===== src/rtl/answer_entry.sv =====
// answer_entry: debounced note entry that packs up to 8 four-bit note codes
// into a 32-bit word and strobes it out to the answer store on enter.
// Optional: define ANSWER_ENTRY_UNDO_EN to enable the delete-last-note button.
module answer_entry #(
  parameter int unsigned DEBOUNCE_CYCLES = 1000000,
  parameter int unsigned MAX_NOTES       = 8
) (
  input  logic        clk,
  input  logic        reset,
  input  logic [7:0]  note_btn,
  input  logic        enter_btn,
  input  logic        clear_btn,
  input  logic        undo_btn,
  output logic [31:0] data_out,
  output logic [3:0]  max_index,
  output logic        write_enable,
  output logic [3:0]  note_count,
  output logic        full
);

`ifdef ANSWER_ENTRY_UNDO_EN
  localparam int unsigned VEC_W = 11;
`else
  localparam int unsigned VEC_W = 10;
`endif
  localparam int unsigned    CNT_W   = $clog2(DEBOUNCE_CYCLES) + 1;
  localparam logic [CNT_W-1:0] CNT_MAX = CNT_W'(DEBOUNCE_CYCLES - 1);

  typedef enum logic [1:0] {IDLE, HOLD, COMMIT} state_e;

  logic [VEC_W-1:0] raw_vec;
  logic [VEC_W-1:0] raw_q, raw_d;
  logic [VEC_W-1:0] last_q, last_d;
  logic [VEC_W-1:0] deb_q, deb_d;
  logic [VEC_W-1:0] deb_prev_q, deb_prev_d;
  logic [VEC_W-1:0] rise;
  logic [CNT_W-1:0] cnt_q, cnt_d;
  state_e           state_q, state_d;
  logic [31:0]      data_q, data_d;
  logic [3:0]       count_q, count_d;
  logic [3:0]       max_q, max_d;
  logic             full_q, full_d;
  logic [3:0]       note_code;
  logic             notes_held;

`ifdef ANSWER_ENTRY_UNDO_EN
  logic [3:0] undo_idx;

  always_comb begin
    raw_vec  = {undo_btn, clear_btn, enter_btn, note_btn};
    undo_idx = count_q - 4'd1;
  end
`else
  logic undo_unused;

  // Undo button deliberately kept out of the debounced vector.
  always_comb begin
    raw_vec     = {clear_btn, enter_btn, note_btn};
    undo_unused = undo_btn;
  end
`endif

  // Shared debounce counter, restarted on any change of the registered vector.
  always_comb begin
    raw_d      = raw_vec;
    last_d     = raw_q;
    deb_prev_d = deb_q;
    deb_d      = deb_q;
    cnt_d      = cnt_q;
    if (raw_q != last_q) begin
      cnt_d = '0;
    end else if (cnt_q != CNT_MAX) begin
      cnt_d = cnt_q + CNT_W'(1);
    end
    if ((raw_q == last_q) && (cnt_q == CNT_MAX)) begin
      deb_d = raw_q;
    end
  end

  always_comb begin
    rise       = deb_q & ~deb_prev_q;
    notes_held = |deb_q[7:0];
    note_code  = '0;
    // Scan high to low so the lowest asserted note bit wins.
    for (int unsigned i = 0; i < 8; i++) begin
      if (rise[7-i]) begin
        note_code = 4'(8 - i);
      end
    end
  end

  always_comb begin
    state_d = state_q;
    data_d  = data_q;
    count_d = count_q;
    case (state_q)
      COMMIT: begin
        data_d  = '0;
        count_d = '0;
        state_d = notes_held ? HOLD : IDLE;
      end
      IDLE, HOLD: begin
        if ((state_q == HOLD) && !notes_held) begin
          state_d = IDLE;
        end
        if (rise[9]) begin
          data_d  = '0;
          count_d = '0;
          state_d = notes_held ? HOLD : IDLE;
        end else if (rise[8]) begin
          if (count_q != '0) begin
            state_d = COMMIT;
          end
`ifdef ANSWER_ENTRY_UNDO_EN
        end else if (rise[10]) begin
          if (count_q != '0) begin
            data_d[{undo_idx[2:0], 2'b00} +: 4] = '0;
            count_d = undo_idx;
          end
`endif
        end else if ((|rise[7:0]) && (state_q == IDLE)) begin
          if (count_q < 4'(MAX_NOTES)) begin
            data_d[{count_q[2:0], 2'b00} +: 4] = note_code;
            count_d = count_q + 4'd1;
            state_d = HOLD;
          end
        end
      end
      default: state_d = IDLE;
    endcase
    max_d  = (count_d != '0) ? (count_d - 4'd1) : '0;
    full_d = (count_d == 4'(MAX_NOTES));
  end

  always_comb begin
    write_enable = (state_q == COMMIT);
    data_out     = data_q;
    max_index    = max_q;
    note_count   = count_q;
    full         = full_q;
  end

  always_ff @(posedge clk) begin
    if (reset) begin
      raw_q      <= '0;
      last_q     <= '0;
      deb_q      <= '0;
      deb_prev_q <= '0;
      cnt_q      <= '0;
      state_q    <= IDLE;
      data_q     <= '0;
      count_q    <= '0;
      max_q      <= '0;
      full_q     <= 1'b0;
    end else begin
      raw_q      <= raw_d;
      last_q     <= last_d;
      deb_q      <= deb_d;
      deb_prev_q <= deb_prev_d;
      cnt_q      <= cnt_d;
      state_q    <= state_d;
      data_q     <= data_d;
      count_q    <= count_d;
      max_q      <= max_d;
      full_q     <= full_d;
    end
  end

endmodule

===== config.mk =====
export PLATFORM = sky130hd
export DESIGN_NAME = answer_entry
export DESIGN_NICKNAME = d
export VERILOG_FILES = /design/src/rtl/answer_entry.sv
export SDC_FILE = /design/constraint.sdc
export NUM_CORES = 1
export LEC_CHECK = 0
export BUFFER_PORTS_ARGS = -buffer_cell sky130_fd_sc_hd__buf_4
export CORE_UTILIZATION = 50
export CTS_CLUSTER_SIZE = 20
export DETAILED_ROUTE_END_ITERATION = 7
export GPL_TIMING_DRIVEN = 0
export HOLD_SLACK_MARGIN = 0.06
export PLACE_DENSITY_LB_ADDON = 0.05
export SYNTH_ARGS = -nofsm -noshare
export SYNTH_HDL_FRONTEND = slang
export SYNTH_SLANG_ARGS = --single-unit

===== constraint.sdc =====
create_clock -name clk -period 4.6 [get_ports clk]
set_input_delay 0.46 -clock clk [delete_from_list [all_inputs] [get_ports clk]]
set_output_delay 0.46 -clock clk [all_outputs]
set_load 0.005 [all_outputs]

==> reports/results.ini <==
[outcome]
status = finished clean

[finish]
num_antenna_cells = 0
syn2layout_area_growth_pct = 17.2
drive_gt1_frac = 0.163
nets = 526

[cts]
post_cts_resized = 0
cts-root-buf = clkbuf_8
post_cts.repair.setup_buffers = 0
path_clk_slew_ns = 0.11
numClockSinks = 104
clkLatencyLatePin_ns = 0.37
ctsHoldBuffers = 0
cts_buffer_depth = 2
cts_made_buffers = 9
cts_tree = built
h-tree-depth = 3

[critical_path]
timing.critical_path.mode_cell = ha_1
cpPeakStageDelay_ns = 0.46
cp.arrival_ns = 3.39
criticalPathCategory = reg2reg
r2r_slack_ns = 1.46
path_cells = clkbuf_1 -> inv_1 -> ha_1 -> ha_1 -> o31a_1 -> nor4b_1 -> o211ai_1 -> a21o_1 -> a22oi_1 -> nor2_1
cp.required_ns = 4.85
cp_slowest_cell = nor4b_1
r2r_start = note_count[0]
critPathLaunchType = register
ff2ff_path_depth = 10
crit_path_max_fanout = 8
reg2reg_to = data_out[18]
endpoint_kind = register

[synthesis]
syn_inst = 441
ys_warn_count = 0
synth_top_cell_by_area = dfxtp_1
synth_edf_count = 0
synth.distinct_cells = 50
synthesis.nets = 462
syn_area_per_cell_um2 = 9.55
synth_top_area_share = 0.494
synth.area.top_cells = dfxtp_1 49%, a22o_1 5.0%, nor2_1 4.8%
synthFlopType = dfxtp_1
synth_area_um2 = 4210
ys_seq_elements = 104
synth.yosys.seq_area_share = 0.494
async_flop_share = 0

[worst_hold_path]
hold_class = in2reg
whs_endpoint = last_d[1]
worstHoldPathCells = 2
hold_start = note_btn[1]

[power_and_ir_drop]
ir_drop_mv = 0.186
total_power_w = 0.00151
p_per_area_nw_per_um2 = 307
p_leak_nw = 2.04

[timing]
worst_slew_pin_slew_ns = 0.951
setup_viol = 0
final-max-slew-violation-count = 0
hold_viol = 0
grt_setup_unrepaired = no
fin_tns_setup_ns = 0
finalCritPeriodShare = 0.682
worst_slew_margin_rel = 0.361
skew_ns = 0.0191
setup_ws_ns = 1.46
min_period_ns = 3.14
max_freq_mhz = 319

[global_routing]
grt_pass1_wl_mm = 13.9
grt_start_max_net_pins = 21
gr-usage-all-layers = 0.205
grt_pass1_vias = 2954
antenna_found_initial = 0
gr-total-overflow = 0

[floorplanning]
initial_utilization = 0.515
die-area_um2 = 8790
rows = 33
die_x_um = 93.8
io_pins = 55
coreArea_um2 = 8180
die-height_um = 93.8

[detailed_routing]
drc = 0
dr_total_vias = 3259
wl_mm = 8.52
viasPerCell = 5.30
drtAntennaViolNets = 0
dr.first_iter.drc_count = 62
routedWlPerCell_um = 13.9
first_pass_iters = 4

[placement]
dp_hpwl_mm = 6.28
gp_congestion = 0.867
io_buffer_count = 53
place_ws_ns = 1.56

[run]
drv_cap = 0

-- critical path, delay by kind of cell (launching register included) --
kind,cells,cell delay [ns]
compound gates,4,0.91
fa+ha+maj,2,0.67
flops,1,0.44
simple gates,2,0.52
buf+inv,2,0.48
-- cell type report --
type	instances	area, um^2
fill	715	3240
multi-input combinational	302	1980
clock buffer	9	124
clock inverter	7	72.6
inverter	18	67.6
sequential	104	2080
timing repair buffer	53	398
buffer	17	78.8
tap	105	131
-- report_power, final --
part	internal [W]	switching (W)	leakage [nW]
logic	0.0000192	0.0000197	1.10
registers	0.000908	0.00000573	0.842
clock network	0.000213	0.000348	0.0966
total	0.00114	0.000373	2.04
-- per-stage QoR --
stage	hold WS, ns	instance area (um^2)	utilization	cells
floorplan	0.430	4210	-	441
global placement	0.445	4740	0.580	599
detailed placement	0.452	4740	0.580	599
CTS	0.272	4940	0.604	615
global route	0.271	4940	0.604	615
finish	0.291	4940	0.604	615
-- cells in the mapped netlist, types with 2 or more instances --
master,number
a21oi_1,16
nand2_1,10
inv_1,18
a21o_1,4
and4_1,3
or2_2,2
nor3b_1,2
nand2b_1,19
clkbuf_1,14
buf_6,2
o211ai_1,2
nand4_1,12
mux2i_1,4
and3_1,5
nor4_1,10
a22oi_1,10
nor2b_1,29
a22o_1,24
nor4b_1,2
o21ai_0,3
or2_0,2
dfxtp_1,104
nor2_1,54
a211oi_1,2
a31o_1,5
nand3_1,12
xor2_1,15
xnor2_1,15
nor3_1,9
a21oi_2,5
ha_1,8
-- how the worst max path moves through the flow --
stage / start / end / slack [ns] / cells past startpoint
after global placement: note_count[0] / data_out[17] / 1.64 / 10
final: note_count[0] / data_out[18] / 1.46 / 10
after detailed placement: note_count[0] / data_out[18] / 1.56 / 10
after CTS: note_count[0] / data_out[18] / 1.54 / 10
after floorplan: note_count[0] / data_out[16] / 2.08 / 10
after global routing: note_count[0] / data_out[18] / 1.29 / 10
-- cells in the final DEF, fill, tap and decap left out, types with 14 or more instances in the layout --
cell type    n
nor2b_1     29
buf_4       53
xnor2_1     15
inv_1       18
a22o_1      24
dfxtp_1    104
nand2b_1    19
nor2_1      54
clkbuf_1    14
xor2_1      15
a21oi_1     16
-- layer usage --
layer,vias to the layer above,global-route usage,part of all wire
li1,1665,-,-
met3,14,0.0332,0.034
met2,64,0.333,0.46
met1,1516,0.267,0.48
met5,-,0,0
met4,0,0.0885,0.019
-- kinds of logic (layout without fill, tap and decap cells) --
group           Yosys count  in the layout  share of synthesized area
xor+xnor                 30             30                     0.0624
mux                       4              4                    0.00951
flops                   104            104                      0.494
fa+ha+maj                 8              8                     0.0238
compound gates           80             80                      0.142
simple gates            180            180                      0.233
buf+inv                  35            104                     0.0348
-- state kept, by name (all words and copies together) (netlist names) --
signal / cells
cnt_q: 21
data_out: 32
deb_prev_d: 10
deb_prev_q: 10
full: 1
last_d: 10
last_q: 10
max_index: 4
note_count: 4
state_q: 2
No activity file was read; power rests on OpenSTA's default activity.
